--- config.mk ---
export PLATFORM = sky130hd
export DESIGN_NAME = mem_arbiter
export DESIGN_NICKNAME = d
export VERILOG_FILES = /design/src/rtl/mem_arbiter.sv
export SDC_FILE = /design/constraint.sdc
export NUM_CORES = 1
export LEC_CHECK = 0
export BUFFER_PORTS_ARGS = -buffer_cell sky130_fd_sc_hd__buf_2
export CORE_AREA = 4 4 282 284
export CTS_CLUSTER_DIAMETER = 30
export DETAILED_ROUTE_END_ITERATION = 10
export DIE_AREA = 0 0 286 288
export PLACE_DENSITY_LB_ADDON = 0.25
export SLEW_MARGIN = 0
export SYNTH_ARGS = -nofsm -noshare
export SYNTH_HDL_FRONTEND = slang
export SYNTH_SLANG_ARGS = --single-unit
--- constraint.sdc ---
create_clock -name clock -period 4.1 [get_ports clock]
set_clock_uncertainty 0.15 [all_clocks]
set_input_delay 0.41 -clock clock [delete_from_list [all_inputs] [get_ports clock]]
set_output_delay 0.41 -clock clock [all_outputs]
set_load 0.05 [all_outputs]
--- src/rtl/mem_arbiter.sv ---
// Arbitrates the shared block data memory between icache (read-only) and dcache (read/write).
// One requester owns memory per transfer; a dcache write-back and its refill read are kept together.
module mem_arbiter #(
    parameter int ADDR_W      = 28,
    parameter int DATA_W      = 128,
    parameter bit DC_PRIORITY = 1'b0
) (
    input  logic              clock,
    input  logic              reset,
    input  logic              ic_read,
    input  logic [ADDR_W-1:0] ic_address,
    output logic [DATA_W-1:0] ic_readdata,
    output logic              ic_busywait,
    input  logic              dc_read,
    input  logic              dc_write,
    input  logic [ADDR_W-1:0] dc_address,
    input  logic [DATA_W-1:0] dc_writedata,
    output logic [DATA_W-1:0] dc_readdata,
    output logic              dc_busywait,
    output logic              mem_read,
    output logic              mem_write,
    output logic [ADDR_W-1:0] mem_address,
    output logic [DATA_W-1:0] mem_writedata,
    input  logic [DATA_W-1:0] mem_readdata,
    input  logic              mem_busywait,
    output logic [1:0]        owner
);
    typedef enum logic [1:0] {IDLE, IC_XFER, DC_XFER, RELEASE} state_t;

    state_t            state_q, state_d;
    logic              last_dc_q, last_dc_d;
    logic              dc_lock_q, dc_lock_d;
    logic              seen_busy_q, seen_busy_d;
    logic              after_rel_q, after_rel_d;
    logic [DATA_W-1:0] ic_rdata_q, ic_rdata_d;
    logic [DATA_W-1:0] dc_rdata_q, dc_rdata_d;
    logic              ic_req, dc_req, owner_req, xfer, ic_done, dc_done;

    assign ic_req = ic_read;
    assign dc_req = dc_read | dc_write;
    assign xfer   = (state_q == IC_XFER) || (state_q == DC_XFER);

    always_comb begin
        state_d       = state_q;
        last_dc_d     = last_dc_q;
        dc_lock_d     = dc_lock_q;
        seen_busy_d   = 1'b0;
        after_rel_d   = 1'b0;
        ic_rdata_d    = ic_rdata_q;
        dc_rdata_d    = dc_rdata_q;
        mem_read      = 1'b0;
        mem_write     = 1'b0;
        mem_address   = '0;
        mem_writedata = '0;
        ic_busywait   = ic_req;
        dc_busywait   = dc_req;
        owner_req     = 1'b0;
        ic_done       = 1'b0;
        dc_done       = 1'b0;
        case (state_q)
            IDLE: begin
                // A pending lock is dropped if dcache did not follow up with its refill.
                if (after_rel_q && !dc_req) dc_lock_d = 1'b0;
                if (ic_req && dc_req) begin
                    if (dc_lock_q || DC_PRIORITY || !last_dc_q) state_d = DC_XFER;
                    else                                        state_d = IC_XFER;
                end else if (ic_req) begin
                    state_d = IC_XFER;
                end else if (dc_req) begin
                    state_d = DC_XFER;
                end
                if (state_d == DC_XFER) dc_lock_d = 1'b0;
            end
            IC_XFER: begin
                mem_read    = ic_read;
                mem_address = ic_address;
                owner_req   = ic_req;
            end
            DC_XFER: begin
                mem_read      = dc_read & ~dc_write;
                mem_write     = dc_write;
                mem_address   = dc_address;
                mem_writedata = dc_writedata;
                owner_req     = dc_req;
            end
            RELEASE: begin
                state_d     = IDLE;
                after_rel_d = 1'b1;
            end
            default: state_d = IDLE;
        endcase

        if (xfer) begin
            seen_busy_d = seen_busy_q | mem_busywait;
            ic_done     = (state_q == IC_XFER) && owner_req && seen_busy_q && !mem_busywait;
            dc_done     = (state_q == DC_XFER) && owner_req && seen_busy_q && !mem_busywait;
            if (ic_done || dc_done || !owner_req) begin
                state_d     = RELEASE;
                seen_busy_d = 1'b0;
            end
            if (ic_done) begin
                ic_busywait = 1'b0;
                ic_rdata_d  = mem_readdata;
                last_dc_d   = 1'b0;
            end
            if (dc_done) begin
                dc_busywait = 1'b0;
                dc_rdata_d  = mem_readdata;
                last_dc_d   = 1'b1;
                if (dc_write) dc_lock_d = 1'b1;
            end
        end
    end

    always_ff @(posedge clock) begin
        if (reset) begin
            state_q     <= IDLE;
            last_dc_q   <= 1'b0;
            dc_lock_q   <= 1'b0;
            seen_busy_q <= 1'b0;
            after_rel_q <= 1'b0;
            ic_rdata_q  <= '0;
            dc_rdata_q  <= '0;
        end else begin
            state_q     <= state_d;
            last_dc_q   <= last_dc_d;
            dc_lock_q   <= dc_lock_d;
            seen_busy_q <= seen_busy_d;
            after_rel_q <= after_rel_d;
            ic_rdata_q  <= ic_rdata_d;
            dc_rdata_q  <= dc_rdata_d;
        end
    end

    assign ic_readdata = ic_done ? mem_readdata : ic_rdata_q;
    assign dc_readdata = dc_done ? mem_readdata : dc_rdata_q;
    assign owner       = (state_q == IC_XFER) ? 2'b01 :
                         (state_q == DC_XFER) ? 2'b10 : 2'b00;
endmodule

# Word-level counts from Yosys, hierarchy flattened
# Cells that the tools add are included.
[word_totals]
register_bits = 262
out_inout_bits = 418
wordCells = 70
[classes]
n_eq_ne = 4
n_mux = 32
n_bitwise = 5
reduce_logical = 22
[ops]
columns = ["cell", "n"]
rows = [
  ["$mux W128", 3],
  ["$pmux W28 S2", 1],
  ["$mux W2", 9],
  ["$mux W1", 16],
  ["$logic_and A1 B1 Y1", 8],
  ["$eq A2 B2 Y1 const B", 3],
  ["$reduce_and A2 Y1", 3],
  ["$logic_not A1 Y1", 4],
  ["$logic_or A1 B1 Y1", 4],
  ["$pmux W1 S2", 2],
  ["$pmux W2 S2", 1],
  ["$reduce_or A3 Y1", 1],
  ["$eq A2 B1 Y1 const B", 1],
  ["$logic_not A2 Y1", 1],
  ["$not A1 Y1", 2],
  ["$or A1 B1 Y1", 2],
  ["$reduce_bool A2 Y1", 1],
  ["$and A1 B1 Y1", 1],
]

# Longest topological paths before layout
[logic_depth]
ltp_word = 11
depth_mapped = 8
mapped_depth_nobuf = 6

# Worst setup path before layout
# Ideal clock, no wire load.
[synth_path]
path_kind = "register to output"
start = "register state_q[0]"
end = "output port mem_read"
arrival_time_ns = 2.793
required_time_ns = 3.540
setup_slack_ns = 0.747
stages_incl_launch_ff = 7
n_path_buf = 2
path_cell_list = "dfxtp_1 > inv_1 > ha_1 > clkbuf_1 > clkbuf_1 > nand3b_1 > a21boi_0"
[synth_via]
elab_chain_cells = 2
elab_cells_between_ends = 3
cone_classes = "eq/ne: 2; mux: 1"
[synth_rtl]
columns = ["element", "line_no", "rtl"]
rows = [
  ["start: declaration", "30", "state_t state_q, state_d;"],
  ["start signal: assignment", "125", "state_q <= state_d;"],
  ["$eq A2 B2 Y1 or $eq A2 B1 Y1 (tied branches)", "60", "case (state_q)"],
  ["$pmux W1 S2 *", "60", ""],
  ["end: declaration", "20", "output logic mem_read,"],
]
# Mark *: on every way between the ends. The rest lies on a longest branch, timed or not.

# Final worst setup path
[layout_path]
start = "register state_q[0]"
end = "output port ic_readdata[24]"
[layout_via]
elab_chain_cells = 7
elab_cells_between_ends = 9
cone_classes = "eq/ne: 2; mux: 3; reduce/logical: 4"
[layout_rtl]
columns = ["element", "line_no", "rtl"]
rows = [
  ["$eq A2 B2 Y1 or $eq A2 B1 Y1 (tied branches)", "41, 60, 95", ""],
  ["$pmux W1 S2", "60", ""],
  ["$logic_and A1 B1 Y1 (3 in a row)", "95", "ic_done = (state_q == IC_XFER) && owner_req && seen_busy_q && !mem_busywait;"],
  ["$mux W1 *", "93", "if (xfer) begin"],
  ["$mux W128 *", "135", "assign ic_readdata = ic_done ? mem_readdata : ic_rdata_q;"],
  ["end: declaration", "12", "output logic [DATA_W-1:0] ic_readdata,"],
]
# Marks and branches as above.

==> flow_summary.json <==
{
  "result_of_the_run": "finished, final reports clean",
  "detail_route.first_pass.iterations": 5,
  "fp.dieArea_mm2": 0.0824,
  "hold_violations": 0,
  "postLayoutCellArea_mm2": 0.0195,
  "layout.cells.most_common_list": "buf_2, nor2b_1, dfxtp_1, mux2_2, and2_1",
  "placement.io_buffers": 735,
  "final-max-slew-violation-count": 0,
  "clock_tree.buffer_depth": 3,
  "layout.cells.non_filler": 2958,
  "postRouteAntennaNets": 0,
  "cts_tree": "done",
  "worst-setup-path-type": "reg2out",
  "powerDensity_mw_per_mm2": 622,
  "post_synth_xor_area_fraction": 0,
  "cp_slowest_cell": "o2111ai_4",
  "post-route-period-util": 0.935,
  "postRouteWirelength_um": 53300,
  "max_cap_violations": 0,
  "clkTransAtPathRegs_ns": 0.04,
  "min_path_cells": 3,
  "vdd_ir_drop_max_mv": 0.312,
  "synth.yosys.seq_area_share": 0.449,
  "post_layout_minimum_cycle_time_ns": 3.83,
  "routed_len_inst_um": 18.0,
  "grt_pass1_wl_um": 72700,
  "synth_warnings": 0,
  "post_cts_buffers": 0,
  "root_buffer": "clkbuf_16",
  "cts.htree.levels": 3,
  "endpoint_kind": "output port",
  "grt_usage": 0.119,
  "routed-via-count": 11000,
  "post_synth_inst_count": 1084,
  "synth_fa_ha_area_frac": 0.00535,
  "muxShareOfSynthArea": 0.249,
  "clock_sink_count": 262,
  "rr_worst_depth": 7,
  "gp_congestion": 1.09,
  "critical_path.top_delay_family": "compound AO/OA/AOI/OAI gates",
  "clk_latency_ns": 0.58,
  "timing.critical_path.required_ns": 3.54,
  "drt_drc_violations_left": 0,
  "setup-violations-final": 0,
  "postCtsHoldBufs": 20,
  "y_dimension_of_the_die_um": 288,
  "detailedRoute.firstIterationViolations": 506,
  "critical_path.n_buffers_inverters": 3,
  "post-synth-top-area-cell": "dfxtp_1",
  "p_leak_nw": 9.99,
  "synth-simple-area-share": 0.229,
  "grt_setup_unrepaired": "false",
  "timing.hold.worst.class": "in2reg",
  "netlist_area_before_placement_mm2": 0.0117,
  "signal_arrival_time_at_the_worst_endpoint_ns": 3.27,
  "startpoint_class": "flip-flop",
  "critical_path_cell_count": 7,
  "tns_ns": 0,
  "worstPathCellList": "inv_1, ha_1, o21a_1, o2111ai_4, buf_12, mux2_1, buf_2",
  "grt_antenna_before_repair": 7,
  "share_of_the_synthesized_area_in_compound_gates_ao_oa_aoi_oai": 0.0304,
  "ioPinCount": 736,
  "maxSlewHeadroom": 0.308,
  "area_contributors_post_synth": "dfxtp_1, mux2_2, nor2b_1",
  "vias_in_the_first_global_route": 11100,
  "maximum_number_of_pins_on_one_net_before_global_route_repair": 132,
  "synth.lib_cells_used.distinct": 33,
  "cts_repair_resize_count": 0,
  "detailed_place.area_mm2": 0.0164,
  "synth_area_per_cell_um2": 10.8,
  "drive_gt1_frac": 0.575,
  "layout_commonest_cell": "buf_2",
  "initial_utilization": 0.152,
  "area_growth_pct": 67.0,
  "net_count_of_the_mapped_netlist": 1407,
  "tritoncts.num_buffers": 79,
  "synth_top_family_by_area": "multiplexers",
  "worst_pin_slew_ns": 1.04,
  "total_global_routing_overflow": 0,
  "path_max_fanout": 65,
  "layout.nets": 2173,
  "synth_top_area_frac": 0.449,
  "drt-vias-per-instance": 3.72,
  "register_bit_total_from_synthesis": 262,
  "floorplan.die.width_um": 286,
  "critPathMaxStageDelay_ns": 0.58,
  "place.detailed.instances": 2789,
  "design.core.area_mm2": 0.0771,
  "placementRows": 102,
  "post-dp-hpwl_um": 41700,
  "max_freq_mhz": 261
}
power breakdown:
group	leakage, nW	internal (mW)	total (mW)	switching, mW
Combinational	6.46	0.747	3.17	2.42
Clock	1.41	4.57	6.38	1.81
Sequential	2.11	2.57	2.59	0.0156
Total	9.99	7.89	12.1	4.25
sequential cells by signal (all words and copies together), names as in the netlist:
name,count
state_q,2
dc_lock_q,1
dc_rdata_q,128
ic_rdata_q,128
after_rel_q,1
last_dc_q,1
seen_busy_q,1
through the flow:
| stage | total power [mW] | hold slack, ns | setup slack [ns] | util |
|---|---|---|---|---|
| floorplan | 4.79 | 0.300 | 0.747 | - |
| global placement | 5.72 | 0.323 | 0.888 | 0.213 |
| detailed placement | 5.74 | 0.330 | 0.879 | 0.213 |
| CTS | 12.3 | 0.000515 | 0.226 | 0.253 |
| global route | 12.6 | 0.0135 | 0.0969 | 0.253 |
| finish | 12.1 | 0.0389 | 0.266 | 0.253 |
worst min-delay path, cell delays in order:
cell     delay (ns)
buf_2          0.09
mux2_2         0.14
nor2b_1        0.11
synthesized netlist by cell type:
library cell  number
nand2_1            2
o2111ai_2          2
a32oi_1            1
a311oi_1           1
nor3_1             1
clkbuf_1          51
o22ai_1            2
buf_1              2
nand2b_1           2
o31a_1             1
mux2_1            44
and2_1           131
nor2_1             3
a21oi_1            2
a31o_2             1
buf_2              8
o21ai_0            4
o21a_1             1
a22oi_1           28
mux2_4             7
mux2_2           205
ha_1               5
dfxtp_1          262
buf_4             12
o41ai_1            1
o211ai_1           1
inv_1              3
nor2b_1          287
nor3b_1            1
a21boi_0           1
buf_6              8
nand3b_1           3
a31oi_1            1
final cells by class:
class | instances | area [um^2]
timing repair buffer | 766 | 4050
tap | 1040 | 1300
antenna | 7 | 17.5
inverter | 3 | 11.3
fill | 8308 | 57600
multi-input combinational | 738 | 6030
sequential | 262 | 5250
clock buffer | 107 | 2320
clock inverter | 35 | 536
kinds of logic (layout without fill, tap and decap cells):
kind of cell | after synthesis | count (layout)
AO/OA/AOI/OAI | 47 | 47
adder cells (fa/ha/maj) | 5 | 5
buffers and inverters | 84 | 911
flip-flops | 262 | 262
multiplexers | 256 | 256
other | 0 | 7
AND/OR/NAND/NOR | 430 | 430
per-layer routing:
layer | track usage | share of wire | up-vias
met5 | 0 | 0.00024 | -
met4 | 0.0576 | 0.035 | 2
met3 | 0.0593 | 0.12 | 107
met2 | 0.187 | 0.46 | 520
met1 | 0.134 | 0.38 | 5219
li1 | - | - | 5165
path summary, 6_finish.rpt:
kind                                       start         endpoint  slack (ns)
worst max-delay path                  state_q[0]  ic_readdata[24]        0.27
worst min register to register         last_dc_q        last_dc_q        0.33
worst min-delay path            mem_readdata[97]   ic_rdata_q[97]        0.04
worst max register to register        state_q[0]   ic_rdata_q[24]        1.24
Power figures use the tool's default switching activity.
